[config.mk]
export PLATFORM = sky130hd
export DESIGN_NAME = line_burst_adaptor_flat
export DESIGN_NICKNAME = d
export VERILOG_FILES = /design/src/rtl/line_burst_adaptor_pkg.sv /design/src/rtl/line_burst_adaptor_if.sv /design/src/rtl/line_burst_adaptor.sv /design/src/flat_wrapper.sv
export SDC_FILE = /design/constraint.sdc
export NUM_CORES = 1
export LEC_CHECK = 0
export BUFFER_PORTS_ARGS = -buffer_cell sky130_fd_sc_hd__buf_2
export CAP_MARGIN = 20
export CORE_AREA = 3 3 278 280
export DETAILED_ROUTE_END_ITERATION = 7
export DIE_AREA = 0 0 281 283
export HOLD_SLACK_MARGIN = 0.02
export PLACE_DENSITY_LB_ADDON = 0.2
export RECOVER_POWER = 25
export SYNTH_ARGS = -nofsm -noshare
export SYNTH_HDL_FRONTEND = slang
export SYNTH_SLANG_ARGS = --single-unit
[constraint.sdc]
create_clock -name clk -period 2.32 [get_ports clk]
set_input_delay 0.232 -clock clk [delete_from_list [all_inputs] [get_ports clk]]
set_output_delay 0.232 -clock clk [all_outputs]
set_load 0.03 [all_outputs]
[src/rtl/line_burst_adaptor_pkg.sv]
// Shared widths, state encodings and helpers for the line/burst adaptor.
package line_burst_adaptor_pkg;

    localparam int unsigned LINE_W      = 256;
    localparam int unsigned BURST_W     = 64;
    localparam int unsigned BEATS       = LINE_W / BURST_W;
    localparam int unsigned OFFSET_BITS = 5;
    localparam int unsigned ADDR_W      = 32;
    localparam int unsigned CNT_W       = $clog2(BEATS);
    localparam int unsigned STATE_W     = 3;

    typedef logic [ADDR_W-1:0]  rv32i_word;
    typedef logic [STATE_W-1:0] adaptor_state_t;

    localparam logic [2:0] ST_IDLE     = 3'd0;
    localparam logic [2:0] ST_RD_BURST = 3'd1;
    localparam logic [2:0] ST_RD_DONE  = 3'd2;
    localparam logic [2:0] ST_WR_BURST = 3'd3;
    localparam logic [2:0] ST_WR_DONE  = 3'd4;

    localparam rv32i_word OFFSET_MASK = rv32i_word'((64'd1 << OFFSET_BITS) - 64'd1);

    // Clear the in-line byte offset so bursts always start on a line boundary.
    function automatic rv32i_word line_align(input rv32i_word addr);
        return addr & ~OFFSET_MASK;
    endfunction

    // Pick beat idx out of a line; beat 0 is the least significant word.
    function automatic logic [BURST_W-1:0] beat_sel(input logic [LINE_W-1:0] line,
                                                    input logic [CNT_W-1:0]  idx);
        logic [BURST_W-1:0] beat;
        beat = '0;
        for (int unsigned b = 0; b < BEATS; b++) begin
            if (idx == CNT_W'(b)) beat = line[b*BURST_W +: BURST_W];
        end
        return beat;
    endfunction

endpackage

[src/rtl/line_burst_adaptor_if.sv]
// Arbiter-side line port and memory-side burst port of the adaptor.
interface line_burst_adaptor_if;
    import line_burst_adaptor_pkg::*;

    rv32i_word            address_i;
    logic                 read_i;
    logic                 write_i;
    logic [LINE_W-1:0]    line_i;
    logic [LINE_W-1:0]    line_o;
    logic                 resp_o;
    logic [BURST_W-1:0]   burst_i;
    logic                 resp_i;
    rv32i_word            address_o;
    logic                 read_o;
    logic                 write_o;
    logic [BURST_W-1:0]   burst_o;

    // The adaptor itself.
    modport slave (
        input  address_i, read_i, write_i, line_i, burst_i, resp_i,
        output line_o, resp_o, address_o, read_o, write_o, burst_o
    );

    // The environment: arbiter plus burst memory.
    modport master (
        output address_i, read_i, write_i, line_i, burst_i, resp_i,
        input  line_o, resp_o, address_o, read_o, write_o, burst_o
    );

endinterface

[src/rtl/line_burst_adaptor.sv]
// Splits 256-bit line requests into 4x64-bit memory bursts and reassembles reads.
module line_burst_adaptor
    import line_burst_adaptor_pkg::*;
(
    input  logic                 clk,
    input  logic                 rst,
    line_burst_adaptor_if.slave  bus
);

    adaptor_state_t      state_q, state_d;
    logic [CNT_W-1:0]    cnt_q, cnt_d;
    rv32i_word           addr_q, addr_d;
    logic [LINE_W-1:0]   wbuf_q, wbuf_d;
    logic [LINE_W-1:0]   line_q, line_d;
    logic [BURST_W-1:0]  burst_q, burst_d;
    logic                read_q, read_d;
    logic                write_q, write_d;
    logic                resp_q, resp_d;

    logic                last_beat;

    assign last_beat = (cnt_q == CNT_W'(BEATS - 1));

    // Next-state, beat counting, line assembly and registered output decode.
    always_comb begin
        state_d = state_q;
        cnt_d   = cnt_q;
        addr_d  = addr_q;
        wbuf_d  = wbuf_q;
        line_d  = line_q;
        burst_d = burst_q;
        read_d  = 1'b0;
        write_d = 1'b0;
        resp_d  = 1'b0;

        case (state_q)
            ST_IDLE: begin
                if (bus.read_i) begin
                    addr_d  = line_align(bus.address_i);
                    cnt_d   = '0;
                    state_d = ST_RD_BURST;
                end else if (bus.write_i) begin
                    addr_d  = line_align(bus.address_i);
                    wbuf_d  = bus.line_i;
                    cnt_d   = '0;
                    state_d = ST_WR_BURST;
                end
            end
            ST_RD_BURST: begin
                if (bus.resp_i) begin
                    for (int unsigned b = 0; b < BEATS; b++) begin
                        if (cnt_q == CNT_W'(b)) line_d[b*BURST_W +: BURST_W] = bus.burst_i;
                    end
                    cnt_d = cnt_q + CNT_W'(1);
                    if (last_beat) state_d = ST_RD_DONE;
                end
            end
            ST_WR_BURST: begin
                if (bus.resp_i) begin
                    cnt_d = cnt_q + CNT_W'(1);
                    if (last_beat) state_d = ST_WR_DONE;
                end
            end
            ST_RD_DONE,
            ST_WR_DONE: state_d = ST_IDLE;
            default:    state_d = ST_IDLE;
        endcase

        // Outputs are registered decodes of the upcoming state.
        read_d  = (state_d == ST_RD_BURST);
        write_d = (state_d == ST_WR_BURST);
        resp_d  = (state_d == ST_RD_DONE) || (state_d == ST_WR_DONE);

        // Present the next write beat; burst_o holds once the burst ends.
        if (state_d == ST_WR_BURST) burst_d = beat_sel(wbuf_d, cnt_d);
    end

    // State and datapath registers.
    always_ff @(posedge clk or negedge rst) begin
        if (!rst) begin
            state_q <= ST_IDLE;
            cnt_q   <= '0;
            addr_q  <= '0;
            wbuf_q  <= '0;
            line_q  <= '0;
            burst_q <= '0;
            read_q  <= 1'b0;
            write_q <= 1'b0;
            resp_q  <= 1'b0;
        end else begin
            state_q <= state_d;
            cnt_q   <= cnt_d;
            addr_q  <= addr_d;
            wbuf_q  <= wbuf_d;
            line_q  <= line_d;
            burst_q <= burst_d;
            read_q  <= read_d;
            write_q <= write_d;
            resp_q  <= resp_d;
        end
    end

    assign bus.address_o = addr_q;
    assign bus.read_o    = read_q;
    assign bus.write_o   = write_q;
    assign bus.burst_o   = burst_q;
    assign bus.line_o    = line_q;
    assign bus.resp_o    = resp_q;

endmodule

[src/flat_wrapper.sv]
// flat-port wrapper written by rule: the top's interface ports become plain ports
module line_burst_adaptor_flat import line_burst_adaptor_pkg::*;
  (clk, rst, bus_address_i, bus_read_i, bus_write_i, bus_line_i, bus_burst_i, bus_resp_i, bus_line_o, bus_resp_o, bus_address_o, bus_read_o, bus_write_o, bus_burst_o);
  line_burst_adaptor_if bus_i ();
  input  logic clk;
  input  logic rst;
  input wire logic [$bits(bus_i.address_i)-1:0] bus_address_i;
  input wire logic [$bits(bus_i.read_i)-1:0] bus_read_i;
  input wire logic [$bits(bus_i.write_i)-1:0] bus_write_i;
  input wire logic [$bits(bus_i.line_i)-1:0] bus_line_i;
  input wire logic [$bits(bus_i.burst_i)-1:0] bus_burst_i;
  input wire logic [$bits(bus_i.resp_i)-1:0] bus_resp_i;
  output wire logic [$bits(bus_i.line_o)-1:0] bus_line_o;
  output wire logic [$bits(bus_i.resp_o)-1:0] bus_resp_o;
  output wire logic [$bits(bus_i.address_o)-1:0] bus_address_o;
  output wire logic [$bits(bus_i.read_o)-1:0] bus_read_o;
  output wire logic [$bits(bus_i.write_o)-1:0] bus_write_o;
  output wire logic [$bits(bus_i.burst_o)-1:0] bus_burst_o;
  assign bus_i.address_i = bus_address_i;
  assign bus_i.read_i = bus_read_i;
  assign bus_i.write_i = bus_write_i;
  assign bus_i.line_i = bus_line_i;
  assign bus_i.burst_i = bus_burst_i;
  assign bus_i.resp_i = bus_resp_i;
  assign bus_line_o = bus_i.line_o;
  assign bus_resp_o = bus_i.resp_o;
  assign bus_address_o = bus_i.address_o;
  assign bus_read_o = bus_i.read_o;
  assign bus_write_o = bus_i.write_o;
  assign bus_burst_o = bus_i.burst_o;
  line_burst_adaptor u_core (.clk(clk), .rst(rst), .bus(bus_i));
endmodule
# Yosys cells after proc, flatten, opt, wreduce, memory -nomap -nowiden
# Cells that the tools add are included.
totals:
  ff_bits: 616
  in_bits: 357
  output_inout_bits: 355
  elab_cells: 56
classes:
  addsub: 1
  n_eq_ne: 12
  n_mux: 20
  reduce_logical: 11
op_table:
  columns: ["cell", "n"]
  rows:
  - ["$mux W256", 3]
  - ["$mux W64", 4]
  - ["$mux W32", 2]
  - ["$mux W3", 6]
  - ["$reduce_and A3 Y1", 4]
  - ["$eq A3 B2 Y1 const B", 3]
  - ["$pmux W3 S3", 1]
  - ["$eq A2 B2 Y1 const B", 4]
  - ["$eq A3 B1 Y1 const B", 2]
  - ["$mux W2", 3]
  - ["$eq A2 B1 Y1 const B", 2]
  - ["$logic_not A2 Y1", 2]
  - ["$pmux W2 S2", 1]
  - ["$eq A3 B3 Y1 const B", 1]
  - ["$logic_not A3 Y1", 1]
  - ["$add A2 B1 Y2 const B", 1]
  - ["$reduce_and A2 Y1", 1]
  - ["$reduce_bool A2 Y1", 1]
  - ["$reduce_or A2 Y1", 1]
  - ["$logic_or A1 B1 Y1", 1]

# Longest topological paths before layout
# Gate-level depths: netlist (run 1).
logic_depth:
  ltp_word: 8
  ltp_mapped: 8
  mapped_depth_nobuf: 6

# Worst setup path after synthesis (run 1)
# OpenSTA, ideal clock, no wires.
synth_path:
  path_type: "flip-flop to flip-flop"
  start: "register u_core.state_q[2]"
  end: "register u_core.burst_q[24], in the netlist u_core.bus.burst_o[24]"
  t_arrival_ns: 2.204
  required_ns: 2.195
  slack_ns: -0.008
  path_stages_with_launch: 8
  path_buffers: 2
  cell_sequence: "dfrtp_1 nand3b_1 nor2_1 o21bai_1 buf_2 buf_2 mux4_2 mux2_2"
synth_between:
  elab_chain_len: 8
  word_cells_on_any_way: 22
  classes_between: "eq/ne (6); mux (13); reduce/logical (3)"
synth_rtl:
  columns: ["item", "line_no", "source"]
  rows:
  - ["from (decl)", "line_burst_adaptor.sv:10", "adaptor_state_t state_q, state_d;"]
  - ["from (signal assigned)", "line_burst_adaptor.sv:91", "state_q <= state_d;"]
  - ["$eq A3 B1 Y1 / $eq A3 B2 Y1 (equally long branches)", "line_burst_adaptor.sv:36", "case (state_q)"]
  - ["$reduce_or A2 Y1 (no line)", null, null]
  - ["$pmux W2 S2", "line_burst_adaptor.sv:36", null]
  - ["$logic_not A2 Y1", "line_burst_adaptor_pkg.sv:34", "if (idx == CNT_W'(b)) beat = line[b*BURST_W +: BURST_W];"]
  - ["$mux W64 (4 in series)", "line_burst_adaptor_pkg.sv:34", null]
  - ["to (signal assigned)", "line_burst_adaptor.sv:96", "burst_q <= burst_d;"]
  - ["to (decl)", "line_burst_adaptor.sv:15", "logic [BURST_W-1:0] burst_q, burst_d;"]
# Several ways; a longest one is shown, not always the timed one.
# A chain may end at the register's enable or synchronous reset.

# Final worst setup path (run 1)
layout_path:
  start: "register u_core.state_q[1]"
  end: "register u_core.burst_q[39], in the netlist u_core.bus.burst_o[39]"
layout_between:
  word_cells_on_any_way: 22
  classes_between: "eq/ne (6); mux (13); reduce/logical (3)"
layout_lines:
  columns: ["item", "line_no", "source"]
  rows:
  - ["$logic_not A3 Y1", "line_burst_adaptor.sv:36", null]
  - ["$mux W256", "line_burst_adaptor.sv:36", null]
  - ["net u_core.wbuf_d[167]", "line_burst_adaptor.sv:13", "logic [LINE_W-1:0] wbuf_q, wbuf_d;"]
  - ["$mux W64 (2 in series)", "line_burst_adaptor_pkg.sv:34", null]
# The timed path passes the listed nets, and every way through them passes these cells.

==> flow_summary.ini, run 1 <==
[cts]
ctsHtreeMaxLevel = 3
numCtsBuffers = 70
root_buffer = clkbuf_16
worstSkewPairLatency_ns = 0.61
path_clk_slew_ns = 0.06
clock-sinks = 611
clockBufferDepth = 3
cts_tree = yes

[sta]
fmax_mhz = 418
rsz0062_at_grt = true
fin_crit_sh = 1.03
holdWs_ns = 0.0803
hold_viol = 0
fin_ws_ns = -0.0704
slew_violations = 48
slew_headroom = -0.217
min_period_ns = 2.39
worst_slew_pin_slew_ns = 1.82
setup-tns-final_ns = -1.39
setup_violations = 52
finClkSkew_ns = 0.0303

[worst_setup_path]
critPathBufInv = 2
cp_max_fo = 19
required_ns = 2.79
worstSetupPathType = reg2reg
crit_family = multiplexers
path_cells = nor3_4 > nand3b_4 > buf_12 > clkbuf_16 > mux2_4 > mux4_2 > mux2_2
crit_slowest_cell = mux4_2
arrival_ns = 2.87
max_stage_delay_ns = 0.46
cp-end-kind = register
cp-start-kind = register

[floorplanning]
rows = 100
die_w_um = 281
ios = 712
dieArea_um2 = 79500
initial_utilization = 0.336
dieHeight_um = 283
coreArea_um2 = 74700

[pwr]
peakVddDrop_v = 0.000868
p_leak_nw = 18.0
power_density_nw_per_um2 = 1510

[place]
portBuffers = 701
place_inst = 3112
gp_congestion = 0.819
dp_hpwl_um = 55800
placed_area_um2 = 30400

[status]
status = finished, violations left
violations = capacitance limit, slew limit, setup timing

[grt]
track_usage = 0.198
grt_pass1_wl_um = 121000
antenna_found_initial = 11
grt_pass1_vias = 19300
grt_max_degree = 73
grt_overflow = 0

[synth]
syn-instance-count = 1450
ys_warn_count = 0
avgSynthCellArea_um2 = 17.3
synth_ff_type = dfrtp_1
synth-edff-count = 0
yosys-top-cells-area = dfrtp_1 (61%), mux2_2 (16%), mux2_4 (12%), mux4_2 (5.8%), nand2_1 (1.3%)
synth_top_area_cell = dfrtp_1
synthDistinctLibCells = 25
async_flop_share = 1.00
synth-seq-cells = 611
synth_top_area_share = 0.610
yosysMostFrequentCell = dfrtp_1
synth_area_um2 = 25100
yosysSeqAreaShare = 0.610
ys_top_cells_by_count = dfrtp_1 (611), mux2_2 (362), mux2_4 (208)

[job]
cap_violations = 1

[final_layout]
area_growth_pct = 45.8
fin_cells = 3606
final_cell_area_um2 = 36500
nets = 2943
drive_above_1_share = 0.587

[routing]
drtIter0Drc = 588
viasPerCell = 4.66
vias = 16800
wl_per_cell_um = 22.0
firstDrtPassIters = 4
ant_nets = 0
drt-total-wl_um = 79400
drc = 0

[worst_hold_path]
hp-class = in2reg
registers in the layout, indices dropped and copies added, names as in the netlist:
signal and flops:
u_core.bus.line_o 256, u_core.bus.read_o 1, u_core.cnt_q 2, u_core.bus.burst_o 64
u_core.state_q 3, u_core.wbuf_q 256, u_core.bus.resp_o 1, u_core.bus.write_o 1
u_core.bus.address_o 27
cell type report:
type	instances	area (um^2)
Timing Repair Buffer	1141	8290
Tap cell	969	1210
Fill cell	6463	38200
Clock buffer	103	2050
Sequential cell	611	15300
Antenna cell	5	12.5
Clock inverter	19	236
Multi-Input combinational cell	753	9430
Inverter	5	18.8
worst reg2reg max path, cell delays in order, from the launching register on:
cell and delay, ns:
dfrtp_1 0.40, nor3_4 0.24, nand3b_4 0.14, buf_12 0.19
clkbuf_16 0.23, mux2_4 0.33, mux4_2 0.46, mux2_2 0.28
power breakdown:
group          internal (mW)  switching (mW)  leakage (nW)
clock                   6.49            4.51          1.12
sequential              16.0            2.27          7.37
combinational           12.0            14.0          9.50
total                   34.5            20.8          18.0
metal layers:
layer | global-route usage | routed length (um) | vias up | share of wire
li1 | - | - | 7444 | -
met1 | 0.233 | 31100 | 8656 | 0.39
met2 | 0.340 | 39500 | 545 | 0.50
met3 | 0.0604 | 6050 | 141 | 0.076
met4 | 0.0738 | 2680 | 12 | 0.034
met5 | 0 | 71 | - | 0.00089
cells in the final DEF, fill, tap and decap left out, types with 15 or more instances in the layout:
| cell type | netlist | layout |
|---|---|---|
| dfrtp_1 | 611 | 611 |
| mux4_2 | 64 | 64 |
| nand2_1 | 89 | 85 |
| mux2_4 | 208 | 239 |
| clkbuf_16 | 0 | 73 |
| mux2_2 | 362 | 333 |
| buf_12 | 0 | 36 |
| dlygate4sd3_1 | 0 | 348 |
| clkbuf_8 | 0 | 15 |
| buf_4 | 5 | 33 |
| buf_2 | 14 | 700 |
| clkbuf_1 | 37 | 18 |
worst paths after layout:
| path | startpoint | end | slack (ns) | cells past startpoint |
|---|---|---|---|---|
| max | u_core.state_q[1] | u_core.bus.burst_o[39] | -0.07 | 7 |
| min | bus_resp_i | u_core.bus.read_o | 0.08 | 4 |
| max reg2reg | u_core.state_q[1] | u_core.bus.burst_o[39] | -0.07 | 7 |
| min reg2reg | u_core.bus.address_o[7] | u_core.bus.address_o[7] | 0.47 | 2 |
| max in group asynchronous | rst | u_core.bus.line_o[163] | 0.23 | 3 |
| min in group asynchronous | rst | u_core.wbuf_q[102] | 0.67 | 2 |
repair_timing:
item,CTS,global route
cloned,4,2
endpoints found under the setup margin,285,64
pin swaps,1,3
setup buffers,9,5
resized for setup,16,25
hold buffers,348,0
endpoints found under the hold margin,577,0
logic make-up (layout without fill, tap and decap cells):
logic type,count (synthesis),in the layout,share of synthesized area
compound gates,6,6,0.00145
fa+ha+maj,4,4,0.00200
buf+inv,90,1268,0.0227
flops,611,611,0.610
mux,640,640,0.347
other cells,1,10,0.000150
simple gates,98,98,0.0163
stage by stage:
stage	total power [mW]	util	setup slack, ns
2_1_floorplan	35.0	-	-0.00822
3_3_place_gp	42.9	0.407	-0.0668
3_5_place_dp	43.4	0.407	-0.151
4_1_cts	55.6	0.488	-0.0957
5_1_grt	58.1	0.489	-0.138
6_report	55.2	0.489	-0.0704
(Power assumes the default switching activity.)
==> run 2: changes to the inputs <==
--- a/config.mk
+++ b/config.mk
@@ -7,9 +7,9 @@
 export LEC_CHECK = 0
 export BUFFER_PORTS_ARGS = -buffer_cell sky130_fd_sc_hd__buf_2
 export CAP_MARGIN = 20
-export CORE_AREA = 3 3 278 280
+export CORE_AREA = 3 3 272 274
 export DETAILED_ROUTE_END_ITERATION = 7
-export DIE_AREA = 0 0 281 283
+export DIE_AREA = 0 0 275 277
 export HOLD_SLACK_MARGIN = 0.02
 export PLACE_DENSITY_LB_ADDON = 0.2
 export RECOVER_POWER = 25
==> run 2 against run 1 <==
Effect of this change:
- flip-flop and latch count is the same
- final cell count down 0.64%
- the flow still finishes with violations (capacitance limit, slew limit, setup timing)
- largest power group unchanged
- fmax grew 0.27%
- die area is 4.2% lower
- highest routed layer unchanged
- critical endpoint is now u_core.bus.burst_o[25]
- critical path depth unchanged
- non-clock buffer count fell by 5
- sequential power is essentially flat
- final area down 0.51%
==> flow_summary.ini, run 2 (synthesis results as in run 1) <==
[grt]
antenna_found_initial = 7
grt_overflow = 0
grt_pass1_wl_um = 118000
grt_max_degree = 70
grt_pass1_vias = 19300
track_usage = 0.202

[floorplanning]
ios = 712
dieArea_um2 = 76200
initial_utilization = 0.350
dieHeight_um = 277
die_w_um = 275
rows = 98
coreArea_um2 = 71600

[job]
cap_violations = 1

[cts]
path_clk_slew_ns = 0.06
ctsHtreeMaxLevel = 3
clockBufferDepth = 3
numCtsBuffers = 70
worstSkewPairLatency_ns = 0.60
clock-sinks = 611
root_buffer = clkbuf_16
cts_tree = yes

[place]
dp_hpwl_um = 55000
dp_slack_ns = -0.0775
gp_congestion = 0.818
portBuffers = 701

[sta]
fin_ws_ns = -0.0640
setup_violations = 43
slew_headroom = -0.226
min_period_ns = 2.38
setup-tns-final_ns = -0.724
finClkSkew_ns = 0.0200
fin_crit_sh = 1.03
fmax_mhz = 419
holdWs_ns = 0.253
hold_viol = 0
worst_slew_pin_slew_ns = 1.84
slew_violations = 50
rsz0062_at_grt = true

[worst_hold_path]
hp-class = in2reg

[routing]
ant_nets = 0
drtIter0Drc = 785
wl_per_cell_um = 22.0
drt-total-wl_um = 78700
viasPerCell = 4.68
drc = 0
vias = 16800
firstDrtPassIters = 4

[worst_setup_path]
required_ns = 2.80
arrival_ns = 2.86
cp-start-kind = register
worstSetupPathType = reg2reg
cp_max_fo = 28
cp-end-kind = register

[pwr]
power.share.clock = 0.205
finalPower_mw = 55.1
seqPwrFrac = 0.331
intPower_mw = 34.3
p_leak_nw = 17.9
power_switching_share = 0.377
power_density_nw_per_um2 = 1520
peakVddDrop_v = 0.000920
switchingPower_mw = 20.8
comb_power_share = 0.464

[final_layout]
layout_commonest_cell = buf_2
final_cell_mix = buf_2 (702), dfrtp_1 (611), mux2_2 (356)
drive_above_1_share = 0.587
area_growth_pct = 45.0
nets = 2938

[status]
violations = capacitance limit, slew limit, setup timing
status = finished, violations left
## run 2: final cells by class
class | count | area, um^2
Multi-Input combinational cell | 753 | 9340
Inverter | 5 | 18.8
Antenna cell | 6 | 15.0
Fill cell | 6027 | 35300
Clock buffer | 98 | 2030
Timing Repair Buffer | 1136 | 8140
Sequential cell | 611 | 15300
Clock inverter | 24 | 328
Tap cell | 950 | 1190
## run 2: layer usage
layer / part of all wire / vias to the layer above / track usage / routed length, um
met4: 0.029 / 4 / 0.0673 / 2290
li1: - / 7446 / - / -
met3: 0.074 / 127 / 0.0599 / 5820
met2: 0.50 / 570 / 0.348 / 39400
met1: 0.40 / 8637 / 0.241 / 31200
met5: 0.00027 / - / 0 / 21
## run 2: worst paths after layout
check / startpoint / end / slack, ns / depth (start not counted)
worst max-delay path: u_core.state_q[1] / u_core.bus.burst_o[25] / -0.06 / 7
worst min-delay path: bus_read_i / u_core.state_q[0] / 0.25 / 4
worst max register to register: u_core.state_q[1] / u_core.bus.burst_o[25] / -0.06 / 7
worst min register to register: u_core.bus.address_o[20] / u_core.bus.address_o[20] / 0.47 / 2
max in group asynchronous: rst / u_core.bus.line_o[128] / 0.22 / 3
min in group asynchronous: rst / u_core.wbuf_q[76] / 0.69 / 2
## run 2: power groups by stage
stage	Combinational [mW]	Clock, mW	Sequential [mW]
5_1_grt	27.0	12.0	18.8
2_1_floorplan	10.9	0	24.1
6_report	25.6	11.3	18.2
3_3_place_gp	24.4	0	18.1
3_5_place_dp	24.7	0	18.3
4_1_cts	25.4	11.6	18.2
## run 2: through the flow
stage / utilization / instances / area, um^2
detailed placement: 0.422 / 3089 / 30200
global route: 0.507 / 3580 / 36300
CTS: 0.504 / 3563 / 36100
floorplan: - / 1454 / 25100
finish: 0.508 / 3583 / 36300
global placement: 0.422 / 3089 / 30200
## run 2: what timing repair did
action                                 CTS  global route
cloned                                   1             6
pin swaps                                1             1
endpoints found under the hold margin  582             0
hold buffers                           349             0
setup endpoints to repair              179           140
setup buffers                            2             9
resized for setup                        4            17
## run 2: worst max-delay path: stages (launching register included)
cell and delay, ns:
dfrtp_1 0.41, nor3_4 0.25, nand3b_4 0.13, buf_12 0.18, buf_12 0.19, mux2_4 0.32
mux4_2 0.48, mux2_2 0.28
==> run 3: changes to the inputs <==
==> constraint.sdc (replaced) <==
create_clock -name clk -period 2.32 [get_ports clk]
set_input_delay 0.464 -clock clk [delete_from_list [all_inputs] [get_ports clk]]
set_output_delay 0.464 -clock clk [all_outputs]
set_load 0.03 [all_outputs]
==> run 3 against run 2 <==
Effect of this change:
- the run ends with setup timing left
- critical endpoint is now u_core.bus.burst_o[4]
- combinational power is 2% lower
- global-route usage shrank 0.48 points
- wire length decreased by 3.6%
- utilization fell by 4.5 points
- die area is the same
- largest power group unchanged
- first-iteration DRC count shrank 29%
- non-clock buffer count fell by 313
==> flow_summary.ini, run 3 (synthesis results as in run 1) <==
[pwr]
power_switching_share = 0.376
intPower_mw = 33.9
peakVddDrop_v = 0.00100
power.share.clock = 0.199
comb_power_share = 0.465
switchingPower_mw = 20.4
p_leak_nw = 16.6
power_density_nw_per_um2 = 1640
seqPwrFrac = 0.336
finalPower_mw = 54.3

[sta]
slew_headroom = 0.301
finClkSkew_ns = 0.0190
fin_ws_ns = -0.0790
rsz0062_at_grt = true
setup_violations = 63
setup-tns-final_ns = -2.73
worst_slew_pin_slew_ns = 1.05
holdWs_ns = 0.0684
fin_crit_sh = 1.03
fmax_mhz = 417
hold_viol = 0
slew_violations = 0
min_period_ns = 2.40

[routing]
firstDrtPassIters = 4
drt-total-wl_um = 75800
wl_per_cell_um = 23.2
vias = 15600
drc = 0
drtIter0Drc = 554
viasPerCell = 4.75
ant_nets = 0

[grt]
grt_max_degree = 60
grt_pass1_vias = 17700
track_usage = 0.197
grt_overflow = 0
antenna_found_initial = 25
grt_pass1_wl_um = 114000

[status]
status = finished, violations left
violations = setup timing

[floorplanning]
ios = 712
dieArea_um2 = 76200
initial_utilization = 0.350
coreArea_um2 = 71600
rows = 98
dieHeight_um = 277
die_w_um = 275

[place]
dp_hpwl_um = 55600
portBuffers = 701
dp_slack_ns = -0.112
gp_congestion = 0.812

[cts]
clockBufferDepth = 3
ctsHtreeMaxLevel = 3
root_buffer = clkbuf_16
path_clk_slew_ns = 0.06
clock-sinks = 611
worstSkewPairLatency_ns = 0.60
numCtsBuffers = 69
cts_tree = yes

[job]
cap_violations = 0

[worst_setup_path]
worst_path_most_repeated_cell = buf_12
cp-start-kind = register
required_ns = 2.78
worstSetupPathType = reg2reg
cp_max_fo = 18
arrival_ns = 2.86
max_stage_delay_ns = 0.46
path_cells = nor3_4 > nand3b_4 > buf_12 > buf_12 > mux2_4 > mux4_2 > mux2_2
cp-end-kind = register
crit_slowest_cell = mux4_2

[final_layout]
layout_commonest_cell = buf_2
final_cell_mix = buf_2 (700), dfrtp_1 (611), mux2_2 (346)
nets = 2624
area_growth_pct = 32.2
drive_above_1_share = 0.680
final_core_util = 0.463

[worst_hold_path]
hp-class = in2reg
run 3: final cells by class:
| cell class | count | area [um^2] |
|---|---|---|
| Fill cell | 6463 | 38500 |
| Sequential cell | 611 | 15300 |
| Multi-Input combinational cell | 753 | 9390 |
| Timing Repair Buffer | 823 | 4970 |
| Clock buffer | 98 | 2030 |
| Tap cell | 950 | 1190 |
| Clock inverter | 19 | 213 |
| Antenna cell | 15 | 37.5 |
| Inverter | 5 | 18.8 |
run 3: what timing repair did:
item / 4_1_cts / 5_1_grt
endpoints found under the hold margin: 40 / 0
endpoints found under the setup margin: 127 / 64
hold buffers: 5 / 0
pin swaps: 2 / 2
resized for setup: 19 / 10
cloned: 1 / 3
setup buffers: 3 / 4
run 3: path summary, 6_finish.rpt:
kind / start / to / slack [ns] / depth (start not counted)
max: u_core.state_q[1] / u_core.bus.burst_o[4] / -0.08 / 7
min: bus_address_i[5] / u_core.bus.address_o[5] / 0.07 / 3
max reg2reg: u_core.state_q[1] / u_core.bus.burst_o[4] / -0.08 / 7
min reg2reg: u_core.bus.address_o[28] / u_core.bus.address_o[28] / 0.47 / 2
max in group asynchronous: rst / u_core.bus.line_o[200] / 0.25 / 4
min in group asynchronous: rst / u_core.wbuf_q[2] / 0.64 / 2
run 3: routing by layer:
metal  wire length, um  up-vias  global-route usage
li1                  -     6793                   -
met1             28600     8060               0.231
met2             37800      526               0.329
met3              6640      153              0.0705
met4              2590       22              0.0789
met5               141        -                   0
run 3: per-stage QoR:
step	cells	instance area [um^2]
detailed placement	3126	30700
finish	3274	33100
CTS	3252	33100
global route	3269	33100
floorplan	1454	25100
global placement	3126	30700
run 3: critical path: cells and delay by family, from the launching register on:
kind,cells,cell delay [ns]
buffers and inverters,2,0.38
DFF,1,0.41
muxes,3,1.04
and+or+nand+nor,2,0.42
run 3: power groups by stage:
stage               Sequential, mW  Combinational, mW  Clock, mW
floorplan                     24.1               10.9          0
global placement              18.1               24.9          0
detailed placement            18.3               25.2          0
CTS                           18.3               25.5       11.1
global route                  18.9               26.7       11.6
finish                        18.3               25.2       10.8
